### src/rtl/sys_types.sv
// Shared types and constants for the conv front-end stream blocks.
package sys_types;

    localparam int DEFAULT_DATA_W   = 8;
    localparam int DEFAULT_WIN_COLS = 4;
    localparam int DEFAULT_WIN_ROWS = 4;

    typedef logic signed [7:0] int8_t;
    typedef logic signed [DEFAULT_DATA_W-1:0] win_row_t [DEFAULT_WIN_COLS];

    // A stride of 0 means 1; strides beyond the window depth clamp to the depth.
    function automatic int unsigned eff_stride(input int unsigned stride,
                                               input int unsigned win_rows);
        if (stride == 32'd0) begin
            return 32'd1;
        end else if (stride > win_rows) begin
            return win_rows;
        end else begin
            return stride;
        end
    endfunction

endpackage

### src/rtl/window_ctrl.sv
// Fill / stride bookkeeping and handshake generation for the row-window buffer.
module window_ctrl
    import sys_types::*;
#(
    parameter int WIN_ROWS = DEFAULT_WIN_ROWS,
    parameter int STRIDE_W = $clog2(WIN_ROWS + 1)
) (
    input  logic                clk,
    input  logic                reset,
    input  logic                i_clear,
    input  logic [STRIDE_W-1:0] i_stride,
    input  logic                i_in_valid,
    input  logic                i_win_ready,
    output logic                o_in_ready,
    output logic                o_accept,
    output logic                o_win_valid
);

    localparam int CNT_W = $clog2(WIN_ROWS + 1);
    localparam logic [CNT_W-1:0] FULL = CNT_W'(WIN_ROWS);

    logic [CNT_W-1:0] r_fill_cnt;
    logic [CNT_W-1:0] r_since_cnt;
    logic             r_win_valid;

    logic [CNT_W-1:0] w_fill_next;
    logic [CNT_W-1:0] w_since_next;
    logic             w_win_valid_next;
    logic             w_emit;

    // A held window blocks input, so the presented window cannot change under the consumer.
    assign o_in_ready  = !r_win_valid || i_win_ready;
    assign o_accept    = i_in_valid && o_in_ready && !i_clear;
    assign w_emit      = r_win_valid && i_win_ready;
    assign o_win_valid = r_win_valid;

    // Next-state counters and window-valid decision.
    always_comb begin
        w_fill_next      = r_fill_cnt;
        w_since_next     = r_since_cnt;
        w_win_valid_next = 1'b0;
        if (o_accept && (r_fill_cnt != FULL)) begin
            w_fill_next = r_fill_cnt + CNT_W'(1);
        end else begin
            w_fill_next = r_fill_cnt;
        end
        case ({w_emit, o_accept})
            2'b11:   w_since_next = CNT_W'(1);
            2'b10:   w_since_next = CNT_W'(0);
            2'b01:   w_since_next = (r_since_cnt == FULL) ? FULL : r_since_cnt + CNT_W'(1);
            default: w_since_next = r_since_cnt;
        endcase
        w_win_valid_next = (w_fill_next == FULL) &&
                           (32'(w_since_next) >= eff_stride(32'(i_stride), WIN_ROWS));
    end

    // State registers; reset and frame clear both restart the fill.
    always_ff @(posedge clk) begin
        if (reset || i_clear) begin
            r_fill_cnt  <= CNT_W'(0);
            r_since_cnt <= CNT_W'(0);
            r_win_valid <= 1'b0;
        end else begin
            r_fill_cnt  <= w_fill_next;
            r_since_cnt <= w_since_next;
            r_win_valid <= w_win_valid_next;
        end
    end

endmodule

### src/rtl/sliding_window_stream.sv
// Row-window buffer: keeps the last WIN_ROWS rows and presents them as one window.
module sliding_window_stream
    import sys_types::*;
#(
    parameter int DATA_W   = DEFAULT_DATA_W,
    parameter int WIN_COLS = DEFAULT_WIN_COLS,
    parameter int WIN_ROWS = DEFAULT_WIN_ROWS,
    parameter int STRIDE_W = $clog2(WIN_ROWS + 1)
) (
    input  logic                                clk,
    input  logic                                reset,
    input  logic                                i_clear,
    input  logic [STRIDE_W-1:0]                 i_stride,
    input  logic                                i_in_valid,
    output logic                                o_in_ready,
    input  logic [WIN_COLS*DATA_W-1:0]          i_in_row,
    output logic                                o_win_valid,
    input  logic                                i_win_ready,
    output logic [WIN_ROWS*WIN_COLS*DATA_W-1:0] o_win_data,
    output logic [WIN_ROWS-1:0]                 o_row_valid
);

    localparam int ROW_W = WIN_COLS * DATA_W;

    logic [ROW_W-1:0]    r_rows [WIN_ROWS];
    logic [WIN_ROWS-1:0] r_row_valid;
    logic                w_accept;

    window_ctrl #(
        .WIN_ROWS (WIN_ROWS),
        .STRIDE_W (STRIDE_W)
    ) u_ctrl (
        .clk         (clk),
        .reset       (reset),
        .i_clear     (i_clear),
        .i_stride    (i_stride),
        .i_in_valid  (i_in_valid),
        .i_win_ready (i_win_ready),
        .o_in_ready  (o_in_ready),
        .o_accept    (w_accept),
        .o_win_valid (o_win_valid)
    );

    // Row shift register; row 0 is always the newest row, row_valid shifts in step.
    always_ff @(posedge clk) begin
        if (reset || i_clear) begin
            for (int r = 0; r < WIN_ROWS; r++) begin
                r_rows[r] <= '0;
            end
            r_row_valid <= '0;
        end else if (w_accept) begin
            r_rows[0]      <= i_in_row;
            r_row_valid[0] <= 1'b1;
            for (int r = 1; r < WIN_ROWS; r++) begin
                r_rows[r]      <= r_rows[r-1];
                r_row_valid[r] <= r_row_valid[r-1];
            end
        end else begin
            for (int r = 0; r < WIN_ROWS; r++) begin
                r_rows[r] <= r_rows[r];
            end
            r_row_valid <= r_row_valid;
        end
    end

    // Pixel layout inside a row already matches the window layout, so rows pack directly.
    for (genvar g = 0; g < WIN_ROWS; g++) begin : g_pack
        assign o_win_data[g*ROW_W +: ROW_W] = r_rows[g];
    end

    assign o_row_valid = r_row_valid;

endmodule

### config.mk
export PLATFORM = sky130hd
export DESIGN_NAME = sliding_window_stream
export DESIGN_NICKNAME = d
export VERILOG_FILES = /design/src/rtl/sys_types.sv /design/src/rtl/window_ctrl.sv /design/src/rtl/sliding_window_stream.sv
export SDC_FILE = /design/constraint.sdc
export NUM_CORES = 1
export LEC_CHECK = 0
export ABC_AREA = 1
export BUFFER_PORTS_ARGS = -buffer_cell sky130_fd_sc_hd__buf_2
export CAP_MARGIN = 10
export CORE_MARGIN = 2
export CORE_UTILIZATION = 55
export DETAILED_ROUTE_END_ITERATION = 8
export PLACE_DENSITY = 0.87
export RECOVER_POWER = 50
export SYNTH_ARGS = -nofsm -noshare
export SYNTH_HDL_FRONTEND = slang
export SYNTH_SLANG_ARGS = --single-unit
export TNS_END_PERCENT = 100
### constraint.sdc
create_clock -name clk -period 11.7 [get_ports clk]
set_input_delay 0.585 -clock clk [delete_from_list [all_inputs] [get_ports clk]]
set_output_delay 0.585 -clock clk [all_outputs]
set_load 0.05 [all_outputs]
==> metrics.txt <==
largest net degree at the start of global routing=94; Reg clk slew, reported paths=0.06 ns; full die area=0.0108 mm²; Max H-tree Level=4; post-synthesis sequential area ratio=0.738; Max rail drop VDD=0.102 mV; outcome=complete, but fails checks; RSZ-0062 raised after global routing=no; CP cell instances=nand2_1, nand2_1, nand2_1, buf_4; Final WS setup=8.42 ns; stages on the worst setup path=4; worst slew pin tran=2.04 ns; first-pass GRT wire length=18,400 µm; vias=3,780; share of post-route cells with drive strength above 1=0.166; Synth cell types=22; Setup violations, final=0; Hold Path Class=primary input to register; Slew headroom=-0.361; initial core utilization=0.566; power per cell area=185 mW/mm²; Clock Path Buffers=2; CP required=11.83 ns; EDFF count, synth=128; combinational share of power=0.131; io pins=174; Ant. Diodes=0; post-CTS setup buffers=0; most used cell, CP=nand2_1; ys async rst share=0; Num CTS Buffers=17; top cells by count, synth=inv_1, nor2_1, edfxtp_1; synthesized area=0.00551 mm²; MaxCap Viol Count=2; Largest delay share family, worst path=simple AND/OR/NAND/NOR gates; Yosys top cell by area=edfxtp_1; Layout area overhead=25.8%; vias in the first global route=3,688; Syn Nets=530; wire length per cell=14.6 µm; Cell Int Power=0.923 mW; Post-route DRC=0; switching pwr=0.356 mW; I/O Buffers=173; die width=104 µm; Slew Viols, Final=71; core area=0.00973 mm²; Final ANT Viol Nets=0; final worst clock skew=0.00899 ns; hold buffers post-CTS=0; All-Layer GR Usage=0.223; reg2reg path depth=4; TNS Setup=0 ns; Clock Power Share=0.408; crit path max fanout=93; Net Sw Frac=0.278; Final #Nets=709; clock latency at the later pin of the worst-skew pair=0.51 ns; initial antenna violation count=1; Hold Path Stages=3; CTS tree=built; critical path's slowest cell=nand2_1; P_leak=3.04 nW; DR pass1 iterations=6; Synth area leaders=edfxtp_1, inv_1, nor2_1, dfxtp_1, ha_1; Starting DRT DRC Count=362; yosys warns=0; synthesized area per cell=11.4 µm²; GPL Wtd Cong=0.870; post-CTS resize count=0; slowest stage delay, CP=1.11 ns; Setup CP Type=register to register; Placement Setup Slack=8.92 ns; Reg power frac=0.461; Gate Count Post-Synth=483; clk sinks=139; Die Ht=104 µm; Max Freq=305 MHz; vias per inst=4.68; row count=36; area share of the largest cell type after synthesis=0.698; Yosys reg bits=139; post-DP HPWL=7920 µm; Buffers & Inverters on Critical Path=1; CP startpoint kind=register; Period minus WS final=3.28 ns; worst path arrival time=3.41 ns; Tcrit/Tclk final=0.280; final WL=11,800 µm; CTS root buf=clkbuf_8; most numerous cell in the Yosys netlist=inv_1; critical path endpoint category=register; Top FF cell, synth=edfxtp_1; violations in the final reports=capacitance limit, slew limit; total grt overflow=0; endpoints failing hold=0
-- final timing paths --
| kind | from | endpoint | slack [ns] |
|---|---|---|---|
| worst max-delay path | u_ctrl.o_win_valid$_SDFF_PP0_ | r_rows[1][6]$_SDFFCE_PN0P_ | 8.42 |
| worst min-delay path | i_in_row[31] | r_rows[0][31]$_SDFFCE_PN0P_ | 0.36 |
| worst max register to register | u_ctrl.o_win_valid$_SDFF_PP0_ | r_rows[1][6]$_SDFFCE_PN0P_ | 8.42 |
| worst min register to register | o_row_valid[2]$_SDFFE_PP0P_ | o_row_valid[3]$_SDFFE_PP0P_ | 0.48 |
-- metal layers --
layer,track usage,vias to the layer above,share of wire
met5,0,-,0
met4,0.116,0,0.029
met3,0.0746,29,0.064
met2,0.364,172,0.51
met1,0.263,1749,0.40
li1,-,1830,-
-- placed cells by master (no fill, tap or decap) --
| cell | instances |
|---|---|
| inv_1 | 144 |
| clkbuf_8 | 1 |
| o21ai_1 | 2 |
| dfxtp_1 | 11 |
| buf_2 | 78 |
| nand2_1 | 19 |
| clkinvlp_4 | 6 |
| clkinv_4 | 2 |
| nor2_1 | 135 |
| nand4_1 | 2 |
| nand3b_1 | 2 |
| clkbuf_1 | 95 |
| inv_2 | 1 |
| inv_6 | 1 |
| a21oi_1 | 6 |
| ha_1 | 7 |
| o21ai_0 | 1 |
| o22ai_1 | 2 |
| clkbuf_16 | 16 |
| xnor2_1 | 1 |
| edfxtp_1 | 128 |
| nand2_2 | 1 |
| bufinv_16 | 3 |
| clkinv_1 | 2 |
| buf_4 | 1 |
| o211ai_1 | 1 |
| nor2_4 | 1 |
| nor3_1 | 1 |
| nand3_1 | 4 |
| clkinv_2 | 1 |
-- through the flow --
stage	hold slack [ns]	cells	cell area [µm²]	power, mW	utilization
floorplan	0.478	483	5510	0.727	-
global placement	0.466	776	6470	0.765	0.665
detailed placement	0.476	776	6470	0.770	0.665
CTS	0.342	808	7060	1.29	0.725
global route	0.339	808	6930	1.32	0.712
finish	0.365	808	6930	1.28	0.712
-- layout make-up --
class / instances / area (µm²)
multi-input cells: 185 / 810
clock buffers: 17 / 414
flip-flops and latches: 139 / 4060
fillers: 725 / 2800
well taps: 133 / 166
clock inverters: 15 / 174
inverters: 145 / 544
repair buffers: 174 / 754
-- sequential cells by signal (all words and copies together) (netlist names) --
| register | flops |
|---|---|
| u_ctrl.o_win_valid | 1 |
| u_ctrl.r_since_cnt | 3 |
| o_row_valid | 4 |
| r_rows | 128 |
| u_ctrl.r_fill_cnt | 3 |
-- power groups by stage --
stage / Sequential (mW) / Clock [mW] / Combinational, mW
4_1_cts: 0.588 / 0.527 / 0.173
3_3_place_gp: 0.597 / 0 / 0.169
6_report: 0.589 / 0.522 / 0.167
2_1_floorplan: 0.697 / 0 / 0.0300
3_5_place_dp: 0.598 / 0 / 0.172
5_1_grt: 0.592 / 0.551 / 0.176
-- logic make-up after synthesis --
| family | synth area share |
|---|---|
| adders and majority gates | 0.0159 |
| and+or+nand+nor | 0.118 |
| DFF | 0.738 |
| xor gates and xnor gates | 0.00159 |
| buffers and inverters | 0.115 |
| AOI/OAI and AO/OA | 0.0118 |
-- tightest hold or removal path, cell delays in order --
cell and delay, ns:
buf_2 0.07, inv_1 0.03, nor2_1 0.08
Note: power is estimated with default switching activity, not from simulation.
